<file path="config.mk">
export PLATFORM = sky130hd
export DESIGN_NAME = bram_row_streamer
export DESIGN_NICKNAME = d
export VERILOG_FILES = /design/src/rtl/bram_row_streamer.sv
export SDC_FILE = /design/constraint.sdc
export NUM_CORES = 1
export LEC_CHECK = 0
export ABC_CLOCK_PERIOD_IN_PS = 12870
export CELL_PAD_IN_SITES_DETAIL_PLACEMENT = 1
export CELL_PAD_IN_SITES_GLOBAL_PLACEMENT = 2
export CORE_MARGIN = 1
export CORE_UTILIZATION = 36
export DETAILED_ROUTE_END_ITERATION = 12
export PLACE_DENSITY_LB_ADDON = 0.1
export SKIP_CTS_REPAIR_TIMING = 1
export SLEW_MARGIN = 20
export SYNTH_ARGS = -nofsm -noshare
export SYNTH_HDL_FRONTEND = slang
export SYNTH_SLANG_ARGS = --single-unit
export TNS_END_PERCENT = 30
</file>
<file path="constraint.sdc">
create_clock -name clk -period 12.87 [get_ports clk]
set_clock_uncertainty 0.2 [all_clocks]
set_input_delay 2.574 -clock clk [delete_from_list [all_inputs] [get_ports clk]]
set_output_delay 2.574 -clock clk [all_outputs]
set_load 0.01 [all_outputs]
</file>
<file path="src/rtl/bram_row_streamer.sv">
// rtl/bram_row_streamer.sv - streams BRAM rows out one column per beat
//
// Purpose: reads num_rows consecutive rows from a BRAM read port starting at
// base_addr (wrapping modulo the BRAM depth). Each row is streamed out as
// NUMBER_OF_COLUMNS column beats with a valid/ready handshake.
//
// Ports:
//   clk, rst              clock (rising edge), asynchronous active-high reset
//   start                 begin a transfer (sampled only in IDLE)
//   base_addr, num_rows   transfer parameters, latched with start
//   busy, done            status: busy outside IDLE, done pulses once at completion
//   enb, addrb, doutb     BRAM read port (data valid one cycle after enb)
//   m_valid, m_ready      column beat handshake
//   m_data, m_col, m_last column value, its index, final-beat marker
module bram_row_streamer #(
  parameter int NUMBER_OF_COLUMNS = 8,
  parameter int COLUMN_WIDTH      = 16,
  parameter int DEPTH             = 128,
  localparam int ADDR_WIDTH       = $clog2(DEPTH),
  localparam int COL_IDX_WIDTH    = (NUMBER_OF_COLUMNS > 1) ? $clog2(NUMBER_OF_COLUMNS) : 1,
  localparam int DATA_WIDTH       = NUMBER_OF_COLUMNS * COLUMN_WIDTH
) (
  input  logic                     clk,
  input  logic                     rst,
  input  logic                     start,
  input  logic [ADDR_WIDTH-1:0]    base_addr,
  input  logic [ADDR_WIDTH:0]      num_rows,
  output logic                     busy,
  output logic                     done,
  output logic                     enb,
  output logic [ADDR_WIDTH-1:0]    addrb,
  input  logic [DATA_WIDTH-1:0]    doutb,
  output logic                     m_valid,
  input  logic                     m_ready,
  output logic [COLUMN_WIDTH-1:0]  m_data,
  output logic [COL_IDX_WIDTH-1:0] m_col,
  output logic                     m_last
);

  typedef enum logic [2:0] {IDLE, READ, CAPTURE, STREAM, DONE} state_t;

  state_t                   state, state_next;
  logic [ADDR_WIDTH-1:0]    base_q;
  logic [ADDR_WIDTH:0]      num_q;
  logic [ADDR_WIDTH:0]      row_count;
  logic [COL_IDX_WIDTH-1:0] col_idx;
  logic [DATA_WIDTH-1:0]    row_q;
  logic [ADDR_WIDTH-1:0]    addr_q;

  logic                     last_col;
  logic                     last_row;
  logic [ADDR_WIDTH:0]      row_next;
  logic                     beat;

  assign last_col = (col_idx == COL_IDX_WIDTH'(NUMBER_OF_COLUMNS - 1));
  assign last_row = (row_count == num_q - 1'b1);
  // row_count never exceeds num_rows-1, so the increment cannot overflow.
  assign row_next = row_count + 1'b1;
  assign beat     = (state == STREAM) && m_ready;

  always_ff @(posedge clk or posedge rst) begin
    if (rst) begin
      state <= IDLE;
    end else begin
      state <= state_next;
    end
  end

  always_comb begin
    state_next = state;
    case (state)
      IDLE: begin
        if (start) begin
          state_next = (num_rows != '0) ? READ : DONE;
        end
      end
      READ:    state_next = CAPTURE;
      CAPTURE: state_next = STREAM;
      STREAM: begin
        if (m_ready && last_col) begin
          state_next = (row_next < num_q) ? READ : DONE;
        end
      end
      DONE:    state_next = IDLE;
      default: state_next = IDLE;
    endcase
  end

  // Datapath registers. The read address is computed when entering READ so
  // that addrb is a clean register output and simply holds between reads.
  always_ff @(posedge clk or posedge rst) begin
    if (rst) begin
      base_q    <= '0;
      num_q     <= '0;
      row_count <= '0;
      col_idx   <= '0;
      row_q     <= '0;
      addr_q    <= '0;
    end else begin
      case (state)
        IDLE: begin
          if (start && (num_rows != '0)) begin
            base_q    <= base_addr;
            num_q     <= num_rows;
            row_count <= '0;
            addr_q    <= base_addr;
          end
        end
        CAPTURE: begin
          row_q   <= doutb;
          col_idx <= '0;
        end
        STREAM: begin
          if (beat) begin
            if (!last_col) begin
              col_idx <= col_idx + 1'b1;
            end else if (row_next < num_q) begin
              row_count <= row_next;
              addr_q    <= base_q + row_next[ADDR_WIDTH-1:0];
            end
          end
        end
        default: ;
      endcase
    end
  end

  // Column mux: column 0 occupies the least significant bits of the row.
  always_comb begin
    m_data = '0;
    for (int c = 0; c < NUMBER_OF_COLUMNS; c++) begin
      if (col_idx == COL_IDX_WIDTH'(c)) begin
        m_data = row_q[c*COLUMN_WIDTH +: COLUMN_WIDTH];
      end
    end
  end

  assign busy    = (state != IDLE);
  assign done    = (state == DONE);
  assign enb     = (state == READ);
  assign addrb   = addr_q;
  assign m_valid = (state == STREAM);
  assign m_col   = col_idx;
  assign m_last  = (state == STREAM) && last_col && last_row;

endmodule
</file>
* Yosys cells after proc, flatten, opt, wreduce, memory -nomap -nowiden
Index checks and enable logic that the tools add are counted.
** Operators by class
- Add/subtract/negate cells :: 4
- Magnitude comparators :: 1
- Equality and inequality tests :: 19
- Mux-type cells :: 26
- Reduce and logical (&&, ||, !) cells :: 15
** Operators with widths (count)
- 16-bit two-way mux :: 8
- 8-bit two-way mux :: 4
- 7-bit two-way mux :: 4
- 3-bit two-way mux :: 6
- 8-bit one-hot mux with 2 select lines :: 1
- 3-bit equality test, second input constant :: 5
- 7-bit one-hot mux with 2 select lines :: 1
- 3-bit by 2-bit equality test with 1-bit output, second input constant :: 4
- 3-bit one-hot mux with 4 select lines :: 1
- 8-bit by 1-bit adder with 8-bit output, second input constant :: 1
- 8-bit equality test :: 1
- 8-bit less-than comparator :: 1
- 2-bit by 1-bit != test with 1-bit output, second input constant :: 4
- 8-bit nonzero test :: 1
- 8-bit by 1-bit subtractor with 8-bit output, second input constant :: 1
- 7-bit adder :: 1
- 3-bit by 1-bit equality test with 1-bit output, second input constant :: 2
- 3-bit logical NOT :: 2
- 2-bit != test, second input constant :: 3
- 3-bit one-hot mux with 2 select lines :: 1
- 1-bit logical AND :: 5
- 5-bit AND reduction :: 1
- 2-bit AND reduction :: 2
- 2-bit nonzero test :: 2
- 3 further kinds :: 3
** Word-level totals
- Register bits :: 164
- Input port bits :: 147
- Output and inout port bits :: 31
- Word-level logic and storage cells :: 72

* Depth between registers and ports, before layout
- Depth in word-level cells :: 9
- Depth in mapped cells :: 13
- Mapped depth without buffers :: 11

* Worst setup path after synthesis
OpenSTA, ideal clock, no wires.
- Path type :: flip-flop to output port
- From :: register col_idx[2] (netlist: m_col[2])
- To :: output m_data[10]
- Data arrival time :: 2.332 ns
- Required time :: 10.096 ns
- Path slack :: 7.764 ns
- Cell stages (with the launch flop) :: 13
- Cell sequence :: dfrtp_1 -> clkbuf_1 -> inv_1 -> ha_1 -> buf_2 -> or2_2 -> clkbuf_1 -> buf_2 -> a311oi_1 -> a21oi_1 -> a21oi_1 -> a21oi_1 -> a21oi_1
** Between the ends
- Cells in the longest elaborated chain, start to end :: 9
** RTL lines
- start: declaration :: RTL line 46 : logic [COL_IDX_WIDTH-1:0] col_idx;
- start signal: assignment :: RTL line 116 : col_idx <= col_idx + 1'b1;
- 3-bit logical NOT :: RTL line 132 : if (col_idx == COL_IDX_WIDTH'(c)) begin
- 16-bit two-way mux (7 in series) :: RTL line 132
- 16-bit two-way mux (*) :: RTL line 132
- end: declaration :: RTL line 35 : output logic [COLUMN_WIDTH-1:0] m_data,
Mark *: on every way between the ends. The rest lies on a longest branch, timed or not.

* Worst setup path after layout
- From :: register col_idx[0] (netlist: m_col[0])
- To :: output m_data[7]
The elaborated chain is that of the path after synthesis.

==> flow_metrics.py <==
metrics = {
    "timing": {
        "finalHoldViolations": 0,
        "max_slew_margin_pct": 32.66,
        "setup_tns_ns": 0,
        "rsz0062_at_grt": "false",
        "finalSetupViolCount": 0,
        "fin_crit_ns": 6.772,
        "worstMarginPinSlew_ns": 1.010,
        "period_share_pct": 52.62,
        "slew_violations": 0,
        "fmax_mhz": 147.7,
    },
    "pwr": {
        "peakVddDrop_mv": 0.1585,
        "p_leak_nw": 4.413,
        "pwr_density_cell_nw_per_um2": 259.9,
    },
    "setup_path": {
        "critical_path_arrival_ns": 4.00,
        "worstSetupPathType": "flop to output port",
        "crit_chain": "inv_1, ha_1, inv_1, a311oi_1, a21oi_1, a21oi_1, a21oi_1, a21oi_1, clkdlybuf4s50_1",
        "crit_path_end_kind": "output port",
        "timing.rr.end": "row_count[6]$_DFFE_PP0P_",
        "worst_path_most_repeated_cell": "a21oi_1",
        "path_buf_inv": 3,
        "path_max_fanout": 22,
        "crit_family": "compound AO/OA/AOI/OAI gates",
        "rrSetupSlack_ns": 9.16,
        "cp-start-kind": "flop",
        "cp_slowest_stage_delay_ns": 0.69,
        "critPathLaunch": "m_col[0]$_DFFE_PP0P_",
        "cp_slowest_cell": "ha_1",
        "worst_r2r_path_depth": 10,
        "r2r_start": "row_count[2]$_DFFE_PP0P_",
        "cp.required_ns": 10.10,
    },
    "clocking": {
        "ctsHtreeMaxLevel": 4,
        "worstSkewPairLatency_ns": 0.43,
        "clk_pin_slew_ns": 0.06,
        "cts_buffers": 17,
        "clock-sinks": 164,
        "cts_tree": "done",
        "cts-root-buf": "clkbuf_16",
        "clock_path_buffers": 2,
    },
    "global_route": {
        "grtUsageTotal_pct": 22.82,
        "grt_busiest_layer": "met2",
        "use_met2_pct": 39.61,
        "grt_pass1_wl_um": 40770,
        "grtUsageMet1_pct": 28.65,
        "grt_pass1_vias": 7032,
        "overflow": 0,
        "grt_max_degree": 84,
        "grt_use_met3_pct": 3.833,
        "antenna_found_initial": 1,
    },
    "detailed_routing": {
        "vias": 6293,
        "remaining_drc_errors": 0,
        "vias_per_cell": 5.347,
        "wl_um": 25870,
        "drt_iter0_drc": 256,
        "dr.pass1.iters": 4,
        "ant_nets": 0,
        "wl_per_cell_um": 21.98,
    },
    "synthesis": {
        "syn_avg_cell_area_um2": 11.40,
        "synth-compound-area-share_pct": 13.29,
        "synth_fa_ha_area_share_pct": 3.564,
        "synth_area_um2": 8284,
        "ys_ff_latch": 164,
        "ys_warn_count": 0,
        "synth.net_count": 897,
        "synth_xor_area_share_pct": 1.979,
        "synth-edff-count": 0,
        "synthArstFlopShare_pct": 100.0,
        "synthFlopType": "dfrtp_1",
        "synthTopCellsByArea": "dfrtp_1, mux2_2, a21oi_1",
        "yosysTopAreaCell": "dfrtp_1",
        "synth-simple-area-share_pct": 8.171,
        "synth_mux_area_share_pct": 19.42,
        "synth_top_family_by_area": "multiplexers",
        "synthCells": 727,
        "yosysSeqAreaShare_pct": 49.54,
        "synth.distinct_cells": 57,
        "yosysTopAreaCellShare_pct": 49.54,
    },
    "die": {
        "die_h_um": 153.7,
        "core-area_um2": 22570,
        "initial_core_util_pct": 36.70,
        "pin_count": 178,
        "die_area_um2": 23620,
        "rows": 55,
        "die_width_um": 153.7,
    },
    "worst_hold_path": {
        "hold_path_startpoint": "base_q[5]$_DFFE_PP0P_",
        "holdPathStages": 2,
        "hold_class": "flop to flop",
        "min_to": "base_q[5]$_DFFE_PP0P_",
    },
    "layout": {
        "multi_input_area_um2": 3860,
        "final_common_cell": "clkdlybuf4s50_1",
        "stdcell_area_um2": 10800,
        "area_delta_synth_final_pct": 30.42,
        "nNetsFinal": 1049,
        "seq_area_um2": 4104,
        "mostFrequentLayoutCells": "clkdlybuf4s50_1, dfrtp_1, mux2_2",
        "nFillCells": 2411,
        "drive_above_1_share_pct": 20.54,
    },
    "placement": {
        "hpwl_um": 18710,
        "routabilityCongestion": 0.8500,
        "dpl-instance-area_um2": 10230,
        "port_buffers": 177,
    },
    "run": {
        "maxCapViolCount": 0,
    },
    "outcome": {
        "status": "finished clean",
    },
}
## cells by family (layout without fill, tap and decap cells)
kind of cell    count (synthesis)  in the layout
xor+xnor                       17             17
simple gates                  126            126
mux                           143            143
other cells                     0              1
flops                         164            164
buf+inv                        77            241
fa+ha+maj                      23             23
compound gates                177            177
## layout make-up
class	count	share of cell area [%]
Clock buffer	18	3.972
Multi-Input combinational cell	486	35.73
Antenna cell	1	0.02316
Clock inverter	13	1.262
Inverter	30	1.089
Timing Repair Buffer	180	16.64
Sequential cell	164	37.99
Tap cell	285	3.301
## synth_stat cells (3+ instances only)
| cell | instances |
|---|---|
| nor4_1 | 3 |
| nor2b_1 | 18 |
| nor3_1 | 6 |
| nand3_1 | 12 |
| ha_1 | 22 |
| o22ai_1 | 19 |
| buf_2 | 18 |
| and2_1 | 3 |
| o211ai_1 | 6 |
| o21ai_0 | 34 |
| and3_1 | 4 |
| inv_1 | 28 |
| a21oi_1 | 70 |
| mux2_1 | 5 |
| dfrtp_1 | 164 |
| a22o_1 | 3 |
| a311oi_1 | 15 |
| xor2_1 | 4 |
| nor2_1 | 12 |
| mux2_2 | 137 |
| a211oi_1 | 4 |
| nand2_1 | 40 |
| xnor2_1 | 12 |
| clkbuf_1 | 25 |
| a21o_1 | 5 |
| nand3b_1 | 17 |
| a2bb2oi_1 | 4 |
## stage by stage
stage          power [mW]  util (%)  instances  hold slack, ns  worst slack, ns
2_1_floorplan       1.790         -        727          0.2551            5.663
3_3_place_gp        2.278     45.30       1145          0.2724            6.572
3_5_place_dp        2.315     45.30       1145          0.2872            6.559
4_1_cts             2.836     47.81       1176          0.3013            6.076
5_1_grt             3.004     47.87       1177          0.3186            5.807
6_report            2.808     47.87       1177          0.2897            6.098
## worst min-delay path: stages, from the launching register on
cell,delay (ns)
dfrtp_1,0.35
nand2_1,0.05
o21ai_0,0.06
## routing by layer
layer  vias up  part of all wire (%)
li1       2925                     -
met1      3178                    43
met2       160                    51
met3        30                   4.0
met4         0                   2.1
met5         -                     0
## worst max-delay path by stage
stage | end | slack, ns | cells past startpoint
floorplan | addrb[0]$_DFFE_PP0P_ | 5.66 | 1
global placement | m_data[7] | 6.57 | 9
detailed placement | m_data[6] | 6.56 | 9
CTS | m_data[6] | 6.08 | 9
global route | m_data[6] | 5.81 | 9
finish | m_data[7] | 6.10 | 9
## registers in the layout, summed over array words and instances (netlist names)
register   count
addrb          7
base_q         7
m_col          3
num_q          8
row_count      8
row_q        128
state          3
## power breakdown
part / internal [mW] / leakage [nW] / switching, mW
combinational: 0.678 / 2.17 / 0.681
clock: 0.284 / 0.268 / 0.215
sequential: 0.769 / 1.97 / 0.181
total: 1.73 / 4.41 / 1.08
(Power assumes the default switching activity.)
